`src/rtl/klein_pkg.sv`:
```
// Shared definitions for the KLEIN round sequencer: state encoding, legal round counts
// and the per-CPR datapath/key-schedule select tables.
package klein_pkg;

   typedef logic [1:0] klein_state_t;

   localparam klein_state_t StIdle = 2'd0;
   localparam klein_state_t StRun  = 2'd1;
   localparam klein_state_t StDone = 2'd2;

   localparam int unsigned NR_KLEIN64 = 12;
   localparam int unsigned NR_KLEIN80 = 16;
   localparam int unsigned NR_KLEIN96 = 20;

   // Entries are {sels[3:0], selk[4:0]} indexed by phase.
   localparam logic [8:0] SEL_TABLE_2 [2] = '{9'b0111_00000, 9'b0000_10110};

   localparam logic [8:0] SEL_TABLE_4 [4] = '{
      9'b0111_00000, 9'b1001_10011, 9'b0111_11100, 9'b0000_10110
   };

   localparam logic [8:0] SEL_TABLE_8 [8] = '{
      9'b0111_00000, 9'b1011_01000, 9'b1001_10011, 9'b0000_10010,
      9'b0111_11100, 9'b0011_10110, 9'b0001_10110, 9'b0000_10110
   };

   function automatic logic nr_legal(int unsigned nr);
      return (nr == NR_KLEIN64) || (nr == NR_KLEIN80) || (nr == NR_KLEIN96);
   endfunction

   function automatic logic cpr_legal(int unsigned cpr);
      return (cpr == 2) || (cpr == 4) || (cpr == 8) || (cpr == 16);
   endfunction

   // CPR=16 spends two cycles on each CPR=8 step.
   function automatic logic [8:0] sel_lookup(int unsigned cpr, logic [3:0] phase);
      case (cpr)
         2:       return SEL_TABLE_2[phase[0]];
         4:       return SEL_TABLE_4[phase[1:0]];
         8:       return SEL_TABLE_8[phase[2:0]];
         16:      return SEL_TABLE_8[phase[3:1]];
         default: return '0;
      endcase
   endfunction

endpackage

```
`src/rtl/klein_mod_counter.sv`:
```
// Modulo-MOD up-counter with synchronous clear and enable; wrap flags the enabled
// terminal count.
module klein_mod_counter #(
   parameter int unsigned MOD = 8,
   parameter int unsigned W   = (MOD > 1) ? $clog2(MOD) : 1
) (
   input  logic         ck,
   input  logic         rst,
   input  logic         clr,
   input  logic         en,
   output logic [W-1:0] count,
   output logic         wrap
);

   localparam logic [W-1:0] LAST = W'(MOD - 1);

   assign wrap = en && (count == LAST);

   always_ff @(posedge ck) begin
      if (rst || clr) begin
         count <= '0;
      end else if (en) begin
         count <= wrap ? '0 : count + W'(1);
      end
   end

endmodule

```
`src/rtl/klein_round_sequencer.sv`:
```
// KLEIN round sequencer: walks rounds 0..NR (NR = final whitening) at CPR cycles per
// round and drives phase-indexed datapath and key-schedule selects.
module klein_round_sequencer
   import klein_pkg::*;
#(
   parameter int unsigned NR  = 16,
   parameter int unsigned CPR = 8
) (
   input  logic                       ck,
   input  logic                       rst,
   input  logic                       start,
   input  logic                       abort,
   output logic                       busy,
   output logic                       done,
   output logic [$clog2(NR+1)-1:0]    round,
   output logic [$clog2(CPR)-1:0]     phase,
   output logic                       round0,
   output logic                       round1,
   output logic                       last_round,
   output logic [3:0]                 sels,
   output logic [4:0]                 selk
);

   localparam int unsigned RW = $clog2(NR + 1);
   localparam int unsigned PW = $clog2(CPR);

   if (!nr_legal(NR) || !cpr_legal(CPR)) begin : g_bad_param
      $error("klein_round_sequencer: NR must be 12/16/20 and CPR 2/4/8/16");
   end

   klein_state_t state_q, state_d;
   logic         in_run;
   logic         cnt_clr;
   logic         phase_wrap;
   logic         round_wrap;
   logic [8:0]   sel;

   always_comb begin
      state_d = state_q;
      case (state_q)
         StIdle:  if (start && !abort) state_d = StRun;
         StRun: begin
            if (abort) begin
               state_d = StIdle;
            end else if (round_wrap) begin
               state_d = StDone;
            end
         end
         StDone:  state_d = (start && !abort) ? StRun : StIdle;
         default: state_d = StIdle;
      endcase
   end

   always_ff @(posedge ck) begin
      if (rst) begin
         state_q <= StIdle;
      end else begin
         state_q <= state_d;
      end
   end

   assign in_run = (state_q == StRun);
   // Counters sit at zero whenever the next cycle is not a RUN cycle.
   assign cnt_clr = (state_d != StRun);

   klein_mod_counter #(
      .MOD (CPR),
      .W   (PW)
   ) u_phase_cnt (
      .ck    (ck),
      .rst   (rst),
      .clr   (cnt_clr),
      .en    (in_run),
      .count (phase),
      .wrap  (phase_wrap)
   );

   klein_mod_counter #(
      .MOD (NR + 1),
      .W   (RW)
   ) u_round_cnt (
      .ck    (ck),
      .rst   (rst),
      .clr   (cnt_clr),
      .en    (phase_wrap),
      .count (round),
      .wrap  (round_wrap)
   );

   assign sel        = sel_lookup(CPR, 4'(phase));
   assign busy       = in_run;
   assign done       = (state_q == StDone);
   assign round0     = in_run && (round == RW'(0));
   assign round1     = in_run && (round == RW'(1));
   assign last_round = in_run && (round == RW'(NR));
   assign sels       = in_run ? sel[8:5] : '0;
   assign selk       = in_run ? sel[4:0] : '0;

endmodule

```
`config.mk`:
```
export PLATFORM = sky130hd
export DESIGN_NAME = klein_round_sequencer
export DESIGN_NICKNAME = d
export VERILOG_FILES = /design/src/rtl/klein_pkg.sv /design/src/rtl/klein_mod_counter.sv /design/src/rtl/klein_round_sequencer.sv
export SDC_FILE = /design/constraint.sdc
export NUM_CORES = 1
export LEC_CHECK = 0
export CAP_MARGIN = 0
export CORE_ASPECT_RATIO = 1.1
export CORE_UTILIZATION = 45
export DETAILED_ROUTE_END_ITERATION = 6
export GPL_TIMING_DRIVEN = 1
export MAX_ROUTING_LAYER = met4
export PLACE_DENSITY = 0.83
export SKIP_CTS_REPAIR_TIMING = 1
export SYNTH_ARGS = -nofsm -noshare
export SYNTH_HDL_FRONTEND = slang
export SYNTH_SLANG_ARGS = --single-unit
```
`constraint.sdc`:
```
create_clock -name ck -period 4.53 [get_ports ck]
set_input_delay 0.453 -clock ck [delete_from_list [all_inputs] [get_ports ck]]
set_output_delay 0.453 -clock ck [all_outputs]
set_load 0.005 [all_outputs]
```
==> reports/qor.csv <==
metric;value;unit
Inst Count DP;122;
worst path cell trace;inv_1, ha_1, or3b_1, nor3_1, clkdlybuf4s50_1;
die extent in x;39.1;µm
stages on the worst setup path;5;
iteration-0 DRC count of the detailed router;22;
Synth Area in XOR/XNOR;1.29;%
clk_lat worst skew;0.27;ns
Logic pwr share;8.4;%
CP top delay family;buffers and inverters;
I/O pin count;26;
Finished Layout Cells;126;
GR Overflow Total;0;
Initial Utilization;49.2;%
final instance area;980;µm²
commonest non-fill, non-tap cell in the layout;clkdlybuf4s50_1;
wire per inst;12.2;µm
Placed Area;943;µm²
Via density;5.44;
clk sink count;10;
Post-Syn Area;681;µm²
mux cell area share after synthesis;2.94;%
root buffer cell;clkbuf_4;
P_leak;0.346;nW
CP max stage cell;clkdlybuf4s50_1;
filler instances;122;
drt first pass iters;4;
ant diodes;0;
Syn-to-layout area delta;43.9;%
critical path arrival;1.99;ns
largest family of logic cells by synthesized area;simple AND/OR/NAND/NOR gates;
Via Count;686;
final worst slack;2.09;ns
initial antenna violation count;0;
Fin. Hold Viols;0;
fin crit period;2.44;ns
Core Rows;14;
Hold WC Path Type;reg2reg;
die height;42.8;µm
post-DP HPWL;1.19;mm
Total Die Area;1670;µm²
hold path cells;2;
Worst Path Required;4.08;ns
antenna viol nets, final;0;
Num CTS Buffers;3;
most frequent cells in the layout;clkdlybuf4s50_1 (25), nor2_1 (11), dfxtp_1 (10);
#FFs+latches synth;10;
distinct cell type count after synthesis;31;
Tightest Pin Transition;0.476;ns
CP Class;reg2out;
GP Congestion;0.739;
clock tree from TritonCTS;done;
syn_nets;96;
Multi-input gate area;450;µm²
Hold Startpoint;u_round_cnt.count[1];
CP Max Fanout;8;
cells on worst reg2reg path;5;
adder-cell share of the synthesized area;16.5;%
setup TNS;0;ns
Compound-Gate Fraction of Synth Area;10.5;%
first-pass GRT wire length;2.46;mm
Buf/Inv on CP;2;
pin count of the biggest net entering global routing;14;
clock share of power;43.4;%
Final Util;70.8;%
Psw;40.0;µW
# H-tree levels;1;
switching share of power;21.6;%
clock skew;0.00125;ns
Sequential Area;200;µm²
vias in the first global route;592;
dominant cell type by area after synthesis;dfxtp_1;
drt drc;0;
register area share after synthesis;29.4;%
final net count;124;
worst reg2reg endpoint;u_round_cnt.count[0];
CORE AREA;1380;µm²
worst reg-to-reg setup slack;2.66;ns
PwrDens;189;nW/µm²
post-synth top area share;29.4;%
Clock Pin Slew Worst Setup and Hold Paths;0.06;ns
total power;186;µW
Max stage delay on crit path;0.53;ns
Flop pwr share;48.2;%
synth top area cells;dfxtp_1 (29%), ha_1 (17%), nor2_1 (6.1%), nand2_1 (3.9%), a21oi_1 (3.7%);
final setup violating endpoints;0;
drt total wl;1.53;mm
Final Cycle Share;53.9;%
Synthesis Warnings;0;
Slew HR;68.3;%
RSZ-0062 raised after global routing;no;
IO buf count;25;
Slew Limit Fails;0;
Max Clk Rate;409;MHz
layout cells sized above 1;8.18;%
synthesized area per cell;8.20;µm²
Worst R2R Start;u_phase_cnt.count[1];
clk buf depth;2;
internal power;146;µW
type of origin of the critical path;flop;
status;finished, final reports clean;
Max-Cap Viols;0;
peak supply drop;213;µV
Post-Syn Instances;83;
pre-CTS setup slack;2.35;ns
area share of and/or/nand/nor cells after synthesis;34.9;%
worst hold slack;0.536;ns
Worst Hold Endpoint;u_round_cnt.count[1];
CP endpoint kind;output port;
GRT Util Overall;21.6;%
[worst reg2reg max path, cell delays in order, from the launching register on]
cell and delay [ns]:
dfxtp_1 0.47, ha_1 0.21, ha_1 0.32, nand2_2 0.13
or4b_1 0.48, a31oi_1 0.19
[cell usage after synthesis]
cell type and n:
nor2_1 11, dfxtp_1 10, ha_1 9, nand2_1 7, a21oi_1 5, inv_1 4
nand3_1 3, nand3b_1 3, and2_1 2, inv_2 2, mux2i_1 2, nand2b_1 2
nor2b_1 2, nor3_1 2, nor3b_1 2, o21ai_0 2, a211oi_1 1, a31oi_1 1
buf_1 1, clkbuf_1 1, nand2_2 1, nand4b_1 1, nand4bb_2 1, nor4_1 1
o221ai_2 1, o31ai_1 1, or3_1 1, or3b_1 1, or4_1 1, or4b_1 1
xor2_1 1
[final cells by class]
type / count / share of cell area, %
Clock buffer: 4 / 3.70
Inverter: 6 / 2.30
Multi-Input combinational cell: 65 / 46.0
Sequential cell: 10 / 20.4
Tap cell: 16 / 2.04
Timing Repair Buffer: 25 / 25.5
[power by group through the flow]
stage               clock network [mW]  logic (mW)  registers (mW)
finish                          0.0805      0.0156          0.0895
global route                    0.0899      0.0172          0.0896
CTS                             0.0837      0.0157          0.0895
detailed placement                   0      0.0157          0.0915
global placement                     0      0.0154          0.0914
floorplan                            0     0.00705          0.0913
[flip-flops by register name, summed over array words and instances (netlist names)]
signal             flops
u_round_cnt.count      5
u_phase_cnt.count      3
state_q                2
[worst max-delay path by stage]
stage | start | end | slack, ns
floorplan | u_phase_cnt.count[1] | u_round_cnt.count[3] | 2.89
global placement | u_round_cnt.count[0] | round0 | 2.39
detailed placement | u_round_cnt.count[0] | round0 | 2.35
CTS | u_round_cnt.count[0] | round0 | 2.06
global route | u_round_cnt.count[0] | round0 | 1.98
finish | u_round_cnt.count[0] | round0 | 2.09
[cell families (layout without fill, tap and decap cells)]
logic type	count (synthesis)	after routing
and+or+nand+nor	42	42
AOI/OAI and AO/OA	11	11
DFF	10	10
adders and majority gates	9	9
buffers and inverters	8	35
muxes	2	2
xor gates and xnor gates	1	1
[layer usage]
metal	GRT usage [%]	routed length (µm)	vias up
li1	-	-	345
met2	37.0	782	26
met1	23.3	660	313
met5	-	0	-
met4	8.28	14	0
met3	4.71	75	2
(Power assumes the default switching activity.)
